--- src/rtl/mc_ctrl_pkg.sv ---
// mc_ctrl_pkg: shared types for the multi-cycle control sequencer.
// Holds the FSM state enum, MIPS opcode/funct constants, the datapath
// select encodings (pc_src, wb_src, reg_dst, alu_op, branch_type) and the
// instruction-class record produced by mc_op_class.
package mc_ctrl_pkg;

  localparam int unsigned OP_W    = 6;
  localparam int unsigned FUNCT_W = 6;

  typedef enum logic [2:0] {
    S_IDLE   = 3'd0,
    S_FETCH  = 3'd1,
    S_DECODE = 3'd2,
    S_EXEC   = 3'd3,
    S_MEM    = 3'd4,
    S_WB     = 3'd5
  } state_e;

  localparam logic [OP_W-1:0] OP_RTYPE = 6'h00;
  localparam logic [OP_W-1:0] OP_BLTZ  = 6'h01;
  localparam logic [OP_W-1:0] OP_J     = 6'h02;
  localparam logic [OP_W-1:0] OP_JAL   = 6'h03;
  localparam logic [OP_W-1:0] OP_BEQ   = 6'h04;
  localparam logic [OP_W-1:0] OP_BNE   = 6'h05;
  localparam logic [OP_W-1:0] OP_BLE   = 6'h06;
  localparam logic [OP_W-1:0] OP_ADDI  = 6'h08;
  localparam logic [OP_W-1:0] OP_SLTIU = 6'h0B;
  localparam logic [OP_W-1:0] OP_ORI   = 6'h0D;
  localparam logic [OP_W-1:0] OP_LUI   = 6'h0F;
  localparam logic [OP_W-1:0] OP_LW    = 6'h23;
  localparam logic [OP_W-1:0] OP_SW    = 6'h2B;

  localparam logic [FUNCT_W-1:0] FN_NOP = 6'h00;
  localparam logic [FUNCT_W-1:0] FN_JR  = 6'h08;

  typedef enum logic [1:0] {
    PC_SRC_PC4    = 2'b00,
    PC_SRC_BRANCH = 2'b01,
    PC_SRC_RS     = 2'b10,
    PC_SRC_JUMP   = 2'b11
  } pc_src_e;

  typedef enum logic [1:0] {
    WB_SRC_ALU = 2'b00,
    WB_SRC_MDR = 2'b01,
    WB_SRC_LUI = 2'b10,
    WB_SRC_PC4 = 2'b11
  } wb_src_e;

  typedef enum logic [1:0] {
    REG_DST_RT = 2'b00,
    REG_DST_RD = 2'b01,
    REG_DST_RA = 2'b10
  } reg_dst_e;

  typedef enum logic [2:0] {
    ALU_ADD   = 3'b000,
    ALU_BRCMP = 3'b001,
    ALU_RTYPE = 3'b010,
    ALU_SLTIU = 3'b011,
    ALU_ORI   = 3'b100,
    ALU_LUI   = 3'b101,
    ALU_DC    = 3'b111
  } alu_op_e;

  typedef enum logic [1:0] {
    BR_BLE  = 2'b00,
    BR_BLTZ = 2'b01,
    BR_BEQ  = 2'b10,
    BR_BNE  = 2'b11
  } branch_type_e;

  // One-hot-ish instruction class; nop is a subset of rtype.
  typedef struct packed {
    logic rtype;
    logic jr;
    logic nop;
    logic j;
    logic jal;
    logic branch;
    logic load;
    logic store;
    logic imm_alu;
    logic lui;
    logic unknown;
  } op_class_t;

  // ALU operation for the immediate-operand instructions (lw/sw/addi use add).
  function automatic alu_op_e imm_alu_op(input logic [OP_W-1:0] op);
    alu_op_e r;
    case (op)
      OP_SLTIU: r = ALU_SLTIU;
      OP_ORI:   r = ALU_ORI;
      OP_LUI:   r = ALU_LUI;
      default:  r = ALU_ADD;
    endcase
    return r;
  endfunction

  // Branch-condition selector for the four branch opcodes.
  function automatic branch_type_e branch_type_of(input logic [OP_W-1:0] op);
    branch_type_e r;
    case (op)
      OP_BEQ:  r = BR_BEQ;
      OP_BNE:  r = BR_BNE;
      OP_BLTZ: r = BR_BLTZ;
      default: r = BR_BLE;
    endcase
    return r;
  endfunction

endpackage

--- src/rtl/mc_op_class.sv ---
// mc_op_class: combinational opcode/funct -> instruction-class decode.
//   instr_op_i : IR[31:26]
//   funct_i    : IR[5:0]
//   cls_o      : instruction class record (op_class_t)
module mc_op_class
  import mc_ctrl_pkg::*;
(
  input  logic [OP_W-1:0]    instr_op_i,
  input  logic [FUNCT_W-1:0] funct_i,
  output op_class_t          cls_o
);

  always_comb begin
    cls_o = '0;
    case (instr_op_i)
      OP_RTYPE: begin
        if (funct_i == FN_JR) begin
          cls_o.jr = 1'b1;
        end else begin
          cls_o.rtype = 1'b1;
          cls_o.nop   = (funct_i == FN_NOP);
        end
      end
      OP_J:                          cls_o.j       = 1'b1;
      OP_JAL:                        cls_o.jal     = 1'b1;
      OP_BEQ, OP_BNE, OP_BLE, OP_BLTZ: cls_o.branch = 1'b1;
      OP_LW:                         cls_o.load    = 1'b1;
      OP_SW:                         cls_o.store   = 1'b1;
      OP_ADDI, OP_SLTIU, OP_ORI:     cls_o.imm_alu = 1'b1;
      OP_LUI:                        cls_o.lui     = 1'b1;
      default:                       cls_o.unknown = 1'b1;
    endcase
  end

endmodule

--- config.mk ---
export PLATFORM = sky130hd
export DESIGN_NAME = mc_op_class
export DESIGN_NICKNAME = d
export VERILOG_FILES = /design/src/rtl/mc_ctrl_pkg.sv /design/src/rtl/mc_op_class.sv
export SDC_FILE = /design/constraint.sdc
export NUM_CORES = 1
export LEC_CHECK = 0
export ABC_AREA = 1
export CAP_MARGIN = 20
export CORE_AREA = 2 2 39 41
export DETAILED_ROUTE_END_ITERATION = 12
export DIE_AREA = 0 0 41 43
export SYNTH_ARGS = -nofsm -noshare
export SYNTH_HDL_FRONTEND = slang
export SYNTH_SLANG_ARGS = --single-unit
--- constraint.sdc ---
create_clock -name vclk -period 1.3
set_clock_uncertainty 0.1 [all_clocks]
set_input_delay 0.39 -clock vclk [all_inputs]
set_output_delay 0.39 -clock vclk [all_outputs]
set_load 0.03 [all_outputs]
Word-level counts from Yosys, hierarchy flattened:

Cells that the tools add are included.

* register bits: 0
* bits in latches: 0
* memory bits (writable): 0
* bits in read-only memories: 0
* input bits: 12
* output and inout port bits: 11
* word-level logic and storage cells: 30
* memories: 0

* add/subtract/negate cells: 0
* multipliers: 0
* divide/modulo/power cells: 0
* $lt $le $gt $ge: 0
* equality and inequality tests: 13
* shift operators: 0
* multiplexer cells: 12
* bitwise gates (word level): 0
* reductions and logical operators: 5

Operators by type and width (count)
* $eq 6x4->1 const B: 5
* $eq 6x3->1 const B: 3
* $reduce_or 13->1: 1
* $eq 6x2->1 const B: 2
* $eq 6x6->1 const B: 2
* $logic_not 6->1: 2
* $mux 1: 11
* $eq 6x1->1 const B: 1
* $reduce_or 4->1: 1
* $mux 3: 1
* $reduce_or 3->1: 1

Logic depth before layout (Yosys ltp):

* depth after elaboration: 3
* mapped depth: 7
* mapped depth without buffers: 7

Worst setup path before layout:

Ideal clock, no wire load.

* path kind: input to output
* from: in instr_op_i[0]
* to: out cls_o[6] (netlist bit)
* arrival: 1429 ps
* slack: -619 ps
* stages: 2
* path buffers: 0
* cell sequence: nand2_2 -> nor4_1

RTL lines
* from (decl): RTL line mc_op_class.sv:8 `input logic [OP_W-1:0] instr_op_i,`
* to (decl): RTL line mc_op_class.sv:10 `output op_class_t cls_o`

==> run summary <==
RSZ-0062 raised after global routing: true
crit path to: cls_o[4]
Min Clock Period, post-route: 1650 ps
Routed WL: 900 um
GRT Util Overall: 11.6%
vias in the first global route: 357
Rel. slew slack: 86.9%
Synth Cell Area: 213 um^2
distinct cell type count after synthesis: 14
total die area: 1760 um^2
drt pass-1 iters: 1
CTS Hold Buffers Added: 0
worst setup margin: -347 ps
clkbuf count: 0
Worst EP arrival: 1160 ps
nets: 95
via count: 404
Synth Instances: 46
slowest stage cell, crit path: buf_4
Post-DRT Antenna Nets: 0
CP Launch Point: instr_op_i[2]
port bufs: 23
top post-synthesis cells by count: 16 x nor2_1, 5 x inv_1, 5 x nand2_1
num sequential: 0
first-pass GRT wire length: 1530 um
number of antenna violations at the first check in global routing: 0
Synth area leader: nor2_1
GRT overflow: 0
syn_nets: 58
f_max: 607 MHz
number of cell rows: 14
Post-DP HPWL: 710 um
Crit Path Category: primary input to output pin
Post-Syn Area per Cell: 4.62 um^2
layout cells sized above 1: 84.0%
most frequent cell after synthesis: nor2_1
routability cong.: 0.738
worst hold path type: primary input to output pin
post-place setup slack: -821 ps
crit end category: output pin
CORE AREA: 1380 um^2
Starting Density: 15.4%
critical path peak fanout: 4
FF/Latch Area: 0 um^2
Routed WL per cell: 9.28 um
CP peak stage delay: 140 ps
startpoint types: primary input
failing checks: negative setup slack
Hold Crit Start: instr_op_i[2]
Synth area leaders: nor2_1 28%, nand3_1 9.4%, inv_1 8.8%
Max VDD drop: 0.000149 V
DRC: 0
area grow syn2layout: 268%
pin count of the biggest net entering global routing: 6
status: finished, violations left
Tot Pwr: 0.198 mW
Slew @ Worst Pin: 196 ps
max-cap viol count: 0
Seq/Total Area, Yosys: 0%
CP Cell Sequence: buf_8 > buf_6 > nor2_2 > nand2_2 > buf_4 > nor2_2 > buf_6
Synth top area share: 28.2%
Die Height: 43 um
initial DRC count: 0
fin. max-slew vios: 0
P_leak: 0.346 nW
setup TNS: -3280 ps
final setup fails: 11
Hold Violations, Final: 0
drt via density: 4.16
Ys Warns: 0
# IOs: 23
Die Wd: 41 um
CP required: 810 ps
power density over cell area: 252 nW/um^2
# diodes: 0
final worst-path cycle share: 127%
==> power by group <==
group          internal [mW]  switching [mW]
registers                  0               0
logic                  0.101          0.0967
clock network              0               0
==> final cells by class <==
| type | count | area, um^2 |
|---|---|---|
| Multi-Input combinational cell | 37 | 355 |
| Fill cell | 134 | 601 |
| Tap cell | 16 | 20.0 |
| Inverter | 9 | 33.8 |
| Timing Repair Buffer | 35 | 374 |
==> stage by stage <==
stage | util [%] | hold slack, ps | instance area [um^2] | cells
final | 56.6 | 1050 | 783 | 97
after global routing | 56.6 | 1070 | 783 | 97
after CTS | 55.3 | 1090 | 766 | 99
after detailed placement | 48.4 | 1480 | 669 | 97
after global placement | 48.4 | 1470 | 669 | 97
after floorplan | - | 727 | 344 | 46
==> worst min-delay path by stage <==
stage,end,slack [ps],cells past startpoint
after global routing,cls_o[7],1070,5
after floorplan,cls_o[6],730,1
after global placement,cls_o[9],1470,4
after detailed placement,cls_o[9],1480,4
final,cls_o[6],1050,4
after CTS,cls_o[9],1090,5
==> routing by layer <==
metal | up-vias | share of wire (%) | global-route usage, %
met1 | 180 | 37 | 15.8
met5 | - | 0 | 0
met3 | 0 | 6.1 | 1.05
li1 | 214 | - | -
met2 | 10 | 57 | 20.0
met4 | 0 | 0 | 0
==> worst max-delay path, delay by kind of cell <==
| kind | cells | cell delay [ps] |
|---|---|---|
| AND/OR/NAND/NOR | 3 | 260 |
| buffers and inverters | 4 | 500 |
==> cells in the final DEF, fill, tap and decap left out <==
master / Yosys / routed
buf_12: 0 / 3
buf_2: 0 / 1
buf_4: 0 / 8
buf_6: 0 / 16
buf_8: 0 / 2
clkbuf_2: 0 / 2
clkdlybuf4s15_1: 0 / 2
dlygate4sd2_1: 0 / 1
inv_1: 5 / 3
inv_2: 4 / 6
nand2_1: 5 / 1
nand2_2: 2 / 5
nand2_8: 0 / 1
nand3_2: 0 / 3
nand3_4: 0 / 1
nand4_1: 2 / 2
nor2_1: 16 / 4
nor2_2: 2 / 4
nor2_4: 1 / 11
nor2b_4: 0 / 1
nor3_4: 0 / 1
nor4_4: 0 / 1
o21ai_2: 1 / 1
o21ai_4: 0 / 1
==> kinds of logic (layout without fill, tap and decap cells) <==
kind of cell / Yosys count / in the layout / share of synthesized area (%)
simple gates: 35 / 35 / 77.6
compound gates: 2 / 2 / 6.47
buf+inv: 9 / 44 / 15.9
==> repair_timing <==
action	4_1_cts	5_1_grt
pin swaps	17	11
endpoints found under the setup margin	11	11
setup buffers	2	1
gates resized for setup	64	17
Power figures use the tool's default switching activity.
